File: src/rtl/flag_unit.sv
// Condition-flag generator and holder. It captures an ALU result, commits the
// masked flags one cycle later, and keeps a small LIFO that saves and restores flags.
module flag_unit #(
    parameter int WIDTH = 32,
    parameter int DEPTH = 4
) (
    input  logic             clk,
    input  logic             rst_n,
    input  logic             upd_valid,
    input  logic [5:0]       upd_mask,
    input  logic             upd_sub,
    input  logic [WIDTH-1:0] op_a,
    input  logic [WIDTH-1:0] op_b,
    input  logic [WIDTH-1:0] result,
    input  logic             carry,
    input  logic             save,
    input  logic             restore,
    input  logic             clear_err,
    output logic [5:0]       flags,
    output logic             pending,
    output logic             stack_full,
    output logic             stack_empty,
    output logic             stack_err
);
    localparam int AW = $clog2(DEPTH);
    localparam int CW = AW + 1;

    // Stage-1 capture registers
    logic             s1_valid_q, s1_valid_d;
    logic             a_msb_q, a_msb_d;
    logic             b_msb_q, b_msb_d;
    logic [WIDTH-1:0] res_q, res_d;
    logic             carry_q, carry_d;
    logic             sub_q, sub_d;
    logic [5:0]       mask_q, mask_d;

    logic [5:0]       flags_q, flags_d;
    logic [CW-1:0]    cnt_q, cnt_d;
    logic             err_q, err_d;
    logic [5:0]       stack_mem [DEPTH];

    logic [5:0]       new_flags;
    logic [5:0]       commit_flags;
    logic             is_full, is_empty;
    logic             do_push, do_pop, err_event;
    logic [CW-1:0]    cnt_m1;
    logic [AW-1:0]    top_idx, push_idx;
    logic             z_f, n_f, v_f;

    // Only the operand sign bits matter for overflow detection.
    logic unused_operand_bits;
    assign unused_operand_bits = ^{op_a[WIDTH-2:0], op_b[WIDTH-2:0]};

    always_comb begin
        s1_valid_d = upd_valid;
        a_msb_d    = upd_valid ? op_a[WIDTH-1] : a_msb_q;
        b_msb_d    = upd_valid ? op_b[WIDTH-1] : b_msb_q;
        res_d      = upd_valid ? result        : res_q;
        carry_d    = upd_valid ? carry         : carry_q;
        sub_d      = upd_valid ? upd_sub       : sub_q;
        mask_d     = upd_valid ? upd_mask      : mask_q;
    end

    always_comb begin
        z_f = (res_q == '0);
        n_f = res_q[WIDTH-1];
        if (sub_q) begin
            v_f = (a_msb_q != b_msb_q) && (res_q[WIDTH-1] != a_msb_q);
        end else begin
            v_f = (a_msb_q == b_msb_q) && (res_q[WIDTH-1] != a_msb_q);
        end
        new_flags = {~^res_q, n_f ^ v_f, v_f, carry_q, n_f, z_f};
        commit_flags = s1_valid_q ? ((flags_q & ~mask_q) | (new_flags & mask_q)) : flags_q;
    end

    always_comb begin
        is_full   = (cnt_q == CW'(DEPTH));
        is_empty  = (cnt_q == '0);
        do_push   = save & ~restore & ~is_full;
        do_pop    = restore & ~save & ~is_empty;
        err_event = (save & restore) | (save & ~restore & is_full) | (restore & ~save & is_empty);
        cnt_m1    = cnt_q - CW'(1);
        top_idx   = cnt_m1[AW-1:0];
        push_idx  = cnt_q[AW-1:0];

        // A pop overrides any commit landing in the same cycle.
        flags_d = do_pop ? stack_mem[top_idx] : commit_flags;

        cnt_d = cnt_q;
        if (do_push) begin
            cnt_d = cnt_q + CW'(1);
        end else if (do_pop) begin
            cnt_d = cnt_m1;
        end

        err_d = err_q;
        if (err_event) begin
            err_d = 1'b1;
        end else if (clear_err) begin
            err_d = 1'b0;
        end
    end

    always_ff @(posedge clk or negedge rst_n) begin
        if (!rst_n) begin
            s1_valid_q <= 1'b0;
            a_msb_q    <= 1'b0;
            b_msb_q    <= 1'b0;
            res_q      <= '0;
            carry_q    <= 1'b0;
            sub_q      <= 1'b0;
            mask_q     <= '0;
            flags_q    <= '0;
            cnt_q      <= '0;
            err_q      <= 1'b0;
        end else begin
            s1_valid_q <= s1_valid_d;
            a_msb_q    <= a_msb_d;
            b_msb_q    <= b_msb_d;
            res_q      <= res_d;
            carry_q    <= carry_d;
            sub_q      <= sub_d;
            mask_q     <= mask_d;
            flags_q    <= flags_d;
            cnt_q      <= cnt_d;
            err_q      <= err_d;
        end
    end

    // The stack contents are not reset; the count alone defines what is valid.
    always_ff @(posedge clk) begin
        if (do_push) begin
            stack_mem[push_idx] <= commit_flags;
        end
    end

    assign flags       = flags_q;
    assign pending     = s1_valid_q;
    assign stack_full  = is_full;
    assign stack_empty = is_empty;
    assign stack_err   = err_q;
endmodule

File: config.mk
export PLATFORM = sky130hd
export DESIGN_NAME = flag_unit
export DESIGN_NICKNAME = d
export VERILOG_FILES = /design/src/rtl/flag_unit.sv
export SDC_FILE = /design/constraint.sdc
export NUM_CORES = 1
export LEC_CHECK = 0
export CORE_ASPECT_RATIO = 2
export CORE_MARGIN = 8
export CORE_UTILIZATION = 49
export DETAILED_ROUTE_END_ITERATION = 12
export GPL_TIMING_DRIVEN = 0
export PLACE_DENSITY = 0.95
export RECOVER_POWER = 25
export SETUP_SLACK_MARGIN = 0.15
export SYNTH_ARGS = -nofsm -noshare
export SYNTH_HDL_FRONTEND = slang
export SYNTH_SLANG_ARGS = --single-unit
File: constraint.sdc
create_clock -name clk -period 4.5 [get_ports clk]
set_clock_uncertainty 0.2 [all_clocks]
set_input_delay 0.45 -clock clk [delete_from_list [all_inputs] [get_ports clk]]
set_output_delay 0.45 -clock clk [all_outputs]
set_load 0.005 [all_outputs]
Yosys cells after proc, flatten, opt, wreduce, memory -nomap -nowiden
Memories as Yosys holds them, arrays and structs flattened.
Cells that the tools add are included.
{ "totals": {"mem_count": 1, "regBits": 53, "elab_cells": 51, "ram_bits": 24, "input_bits": 110, "output_inout_bits": 10} }
{ "op_classes": {"addsub": 2, "n_bitwise": 18, "n_mux": 9, "n_reduce_logical": 7, "eq_ne": 4} }
{ "mem_list": {"columns": ["memory", "depth", "width", "read_ports", "rd_clocked_by_memory_dff", "wr", "line_no", "text"], "rows": [
  ["stack_mem", 4, 6, 1, 0, 1, "40", "logic [5:0] stack_mem [DEPTH];"]
]} }
{ "ops": {"columns": ["cell", "count"], "rows": [
  ["$logic_not 32->1", 1],
  ["$reduce_xnor 32->1", 1],
  ["$and 6x6->6", 2],
  ["$mux 6", 2],
  ["$and 1x1->1", 7],
  ["$mux 3", 2],
  ["$not 6->6", 1],
  ["$or 6x6->6", 1],
  ["$mux 1", 5],
  ["$not 1->1", 4],
  ["$reduce_bool 2->1", 2],
  ["$add 3x1->3 const B", 1],
  ["$eq 3x3->1 const B", 1],
  ["$logic_not 3->1", 1],
  ["$sub 3x1->3 const B", 1],
  ["$logic_and 1x1->1", 2],
  ["$ne 1x1->1", 2],
  ["$or 1x1->1", 2],
  ["$eq 1x1->1", 1],
  ["$xor 1x1->1", 1]
]} }

Depth between registers and ports, before layout
{ "logic_depth": {"word_depth": 8, "depth_mapped": 8, "depth_no_buf": 7} }

Least setup slack after synthesis
Ideal clock, no wire load.
{ "synth_path": {"path_type": "register to register", "from": "register cnt_q[0]", "to": "register flags_q[1] (netlist: flags[1])", "path_stages_with_launch": 7, "n_path_buf": 2, "required_time_ns": 4.175, "setup_ns": 0.125, "arrival_time_ns": 1.700, "setup_slack_ns": 2.476, "period_less_slack_ns": 2.024, "path_cell_list": "dfrtp_1 > buf_6 > inv_1 > ha_1 > clkbuf_1 > mux4_2 > mux2_2"} }
{ "synth_between": {"elab_chain_cells": 4} }
{ "synth_lines": {"columns": ["item", "line_no", "text"], "rows": [
  ["start: declaration", "38", "logic [CW-1:0] cnt_q, cnt_d;"],
  ["start signal: assignment", "125", "cnt_q <= cnt_d;"],
  ["branches (longest 3 deep; another with $mem_v2 4x6)", null, null],
  ["$mux 6 *", "87", "flags_d = do_pop ? stack_mem[top_idx] : commit_flags;"],
  ["named net flags_d[1]", "37", "logic [5:0] flags_q, flags_d;"],
  ["end signal: assignment", "124", "flags_q <= flags_d;"],
  ["end: declaration", "37", null]
]} }
Mark *: on every way through the listed nets, which the timed path passes.
A chain may end at the register's enable or synchronous reset.

Worst setup path after layout
{ "layout_path": {"from": "register cnt_q[0]", "to": "output port stack_empty"} }
{ "layout_between": {"elab_chain_cells": 1} }
{ "layout_lines": {"columns": ["item", "line_no", "text"], "rows": [
  ["$logic_not 3->1", "78", "is_empty = (cnt_q == '0);"],
  ["end: declaration", "22", "output logic stack_empty,"]
]} }
No other way between the ends.

==> flow_results.org <==
** Floorplanning
- Die footprint :: 10400 um2
- Top-level I/O count :: 120
- The region available for standard cell placement spans 7100 um2.
- Initial core utilization :: 49.8%
- The floorplan has 44 rows.
- Die Y :: 136 um
- Width of the chip :: 76.1 um

** Final layout
- Utilization of the core after routing :: 63.7%
- Layout overhead on the synthesized area :: 27.9%
- Antenna cell count :: 0
- The final layout contains 498 nets.
- After the flow finishes, the layout carries non-filler instances totaling 464.
- Fill cells in the final layout number 503.
- Fraction of final layout cells with drive strength greater than 1 :: 12.9%

** Outcome
- Status :: completed

** Critical path
- STA puts the critical path data arrival time at 2010 ps.
- By startpoint and endpoint, the worst setup path is classified as reg2out.
- Required arrival time at the worst endpoint :: 3850 ps
- CP Capture Type :: output pin
- Register-to-register path setup slack :: 2140 ps
- Startpoint of the most critical register-to-register path :: cnt_q[0]$_DFFE_PN0P_
- The worst register-to-register path has a depth of 8.
- STA classifies the critical path startpoint as a register.
- Endpoint of the most critical register-to-register path :: cnt_q[2]$_DFFE_PN0P_
- Maximum fanout along the worst path :: 8

** Timing
- Based on the critical path, the design can be clocked at up to 376 MHz.
- Headroom to the max-slew limit came out at 43.4%.
- Across all setup checks in the final design, the least slack found is 1840 ps.
- In the finished design, the share of the clock period the worst path needs comes to 59.0%.
- Final setup fails :: 0
- Number of slew-limit violations in the final report :: 0
- Measured slew at the worst slew-check pin :: 849 ps
- Setup repair after global routing left no endpoint under its margin.
- Shortest period the worst path allows :: 2660 ps
- Number of hold violations in the final report :: 0
- Setup TNS :: 0 ps

** Power and ir drop
- Of the total power, the share spent switching nets is 29.3%.
- Per report_power, the sequential group accounts for 40.5% of the total.
- Across the VDD grid, the largest voltage drop is 469 uV.
- Total internal power :: 1610 uW
- The design draws 2270 uW.
- The share of total power dissipated in the clock network is 29.1%.
- For this design the static power due to leakage is 0.00192 uW.
- Power density relative to cell area :: 502 nW/um2
- Net switching power :: 666 uW
- Portion of total power attributed to combinational logic :: 30.4%

** GRT
- Sum of overflow across all layers after global routing :: 0
- Global routing consumed, over all layers together, 16.4% of the routing resources.
- The initial antenna violation count is 0.
- Via count of the first global-routing pass :: 2745
- Entering global routing, the biggest net connects 41 pins.
- The first global-routing pass estimated 13200 um of wire.

** Routing
- Routed via count :: 2448
- The pre-antenna-repair detailed-routing pass consisted of 4 iterations.
- Via count normalized by instance count :: 5.28
- Routed wire length :: 8020 um
- In the final routed layout, each cell accounts on average for 17.3 um.
- After the first detailed-routing iteration, the DRC count stood at 167.
- In this run the remaining antenna-violating nets after routing total 0.
- After detailed routing, the number of remaining DRC violations is 0.

** Synth
- Mux contribution to synthesized area :: 8.91%
- Synth warn :: 0
- The number of nets handed over by synthesis was 428.
- The cell area that synthesis handed to floorplanning was 3540 um2.
- Yosys mapped the design onto 32 distinct sky130hd cell types.
- Fraction of synthesized cell area in xor and xnor cells :: 4.67%
- Fraction of registers with async set or reset after synthesis :: 68.8%
- After synthesis the netlist holds a flip-flop and latch count of 77.
- The biggest area contributor in the post-synthesis netlist is dfrtp_1.
- A synthesized cell averages 11.9 um2.
- Among all flip-flop cells after synthesis, the most frequent one is dfrtp_1.
- Summing the areas of all compound-gate instances in the mapped netlist gives 6.72% of the synthesized area.
- Post-synthesis share of cell area spent on full adders, half adders and majority gates :: 7.75%
- The share of synthesized area in the top cell type comes to 37.5%.
- Largest family of logic cells by synthesized area :: multiplexers
- Top post-synthesis cells by area :: dfrtp_1 (37%), edfxtp_1 (20%), ha_1 (7.4%), mux2_2 (5.1%), o21ai_0 (5.0%)
- Post-synth EDFFs :: 24
- The synthesized netlist devotes 8.81% of its cell area to simple gates.
- Post-Synthesis Cells :: 297
- Proportion of synthesized chip area in sequential cells :: 57.9%

** Placed design
- Counting tap cells, the placed design contains a total of 447 instances.
- At the end of routability-driven placement, the weighted congestion stood at 0.785.
- Pre-CTS setup slack :: 2100 ps
- In this run the tool buffered the top-level ports with 57 buffer cells.
- The HPWL after detailed placement is 5810 um.

** Clock network
- TritonCTS built the clock tree.
- The tree is rooted in a clkbuf_16.
- Clock-pin slew on the worst setup and hold paths :: 60 ps
- The number of clock buffers added by TritonCTS is 9.
- Clock Sinks :: 77
- The clock reaches the later pin of the worst-skew pair after 330 ps.
- Post-cts resize count :: 0
- The clock passes through at most 2 buffers.
- The clock tree synthesis step divided the H-tree into 3 levels.
- Number of buffers inserted by post-CTS setup repair :: 0

** Min path
- Along the worst hold path, the cell count comes to 1.
- Type of the most critical hold path :: reg2reg
- For hold timing, the worst endpoint is mask_q[0]$_DFFE_PN0P_.
- The worst hold path begins at mask_q[0]$_DFFE_PN0P_.

** Job
- The tool flagged a number of max-cap violations equal to 0.
[synth_stat cells, types with 2 or more instances]
library cell / count
clkbuf_1: 6
xnor2_1: 16
nand2_1: 43
o21ai_1: 2
and2_1: 4
mux4_2: 6
buf_1: 2
buf_2: 2
mux2_2: 16
nor2_1: 6
nand4_1: 4
a21oi_1: 6
o21ai_0: 35
edfxtp_1: 24
dfrtp_1: 53
inv_1: 36
ha_1: 21
[routing by layer]
layer,global-route usage (%),up-vias,wire length [um]
met5,0,-,0
met4,7.76,0,185
met3,5.23,15,515
met2,29.0,83,4130
met1,17.2,1220,3180
li1,-,1130,-
[area by class of cell]
class                           instances  area (um2)  area share, %
Clock inverter                          5        36.3          0.802
Buffer                                 11        51.3           1.13
Sequential cell                        77        2050           45.2
Clock buffer                           11         243           5.36
Multi-Input combinational cell        173        1300           28.8
Inverter                               36         135           2.99
Timing Repair Buffer                   59         594           13.1
Tap cell                               92         115           2.54
[through the flow]
step                      hold WS [ps]  cell area [um2]
after floorplan                  -45.6             3540
after global placement             292             4220
after detailed placement           175             4240
after CTS                          318             4530
after global routing               337             4530
final                              322             4530
[repair_timing]
action | 4_1_cts | 5_1_grt
endpoints found under the setup margin | 0 | 0
hold endpoints to repair | 13 | 0
hold buffers | 1 | 0
[critical path, stage by stage (launching register included)]
cell	delay (ps)
dfrtp_1	410
buf_6	170
inv_1	110
ha_1	190
nor2b_2	250
clkdlybuf4s50_1	560
[power by group through the flow]
stage / logic, uW / registers (uW) / clock network (uW)
finish: 691 / 919 / 661
global route: 762 / 929 / 693
CTS: 699 / 918 / 667
detailed placement: 684 / 929 / 0
global placement: 646 / 923 / 0
floorplan: 440 / 918 / 0
[cell families after synthesis]
kind of cell / after synthesis
DFF: 77
muxes: 22
adders and majority gates: 22
and+or+nand+nor: 65
buffers and inverters: 47
xor gates and xnor gates: 18
AOI/OAI and AO/OA: 46
[how the worst max path moves through the flow]
| stage | startpoint | end | slack (ps) | cells past startpoint |
|---|---|---|---|---|
| after floorplan | cnt_q[0]$_DFFE_PN0P_ | flags[1]$_DFF_PN0_ | 2480 | 6 |
| after global placement | rst_n | cnt_q[0]$_DFFE_PN0P_ | 1260 | 1 |
| after detailed placement | save | cnt_q[2]$_DFFE_PN0P_ | 2100 | 6 |
| after CTS | cnt_q[0]$_DFFE_PN0P_ | stack_empty | 1820 | 5 |
| after global routing | cnt_q[0]$_DFFE_PN0P_ | stack_empty | 1750 | 5 |
| final | cnt_q[0]$_DFFE_PN0P_ | stack_empty | 1840 | 5 |
[flip-flops by register name, indices dropped and copies added (netlist names)]
register and count:
cnt_q 3, flags 6, carry_q 1, stack_mem 24, b_msb_q 1, mask_q 6, a_msb_q 1, stack_err 1
sub_q 1, res_q 32, pending 1
[placed cells by master, fill, tap and decap left out, types with 2 or more instances in the layout]
master           count
clkdlybuf4s50_1     55
dfrtp_1             53
nand2_1             43
inv_1               36
o21ai_0             35
edfxtp_1            24
ha_1                21
mux2_2              16
xnor2_1             16
clkbuf_16            9
clkbuf_1             8
mux4_2               6
nor2_1               6
a21oi_1              6
nand4_1              4
and2_1               4
clkinvlp_4           3
buf_2                2
o21ai_1              2
buf_1                2
dlygate4sd3_1        2
Power figures use the tool's default switching activity.
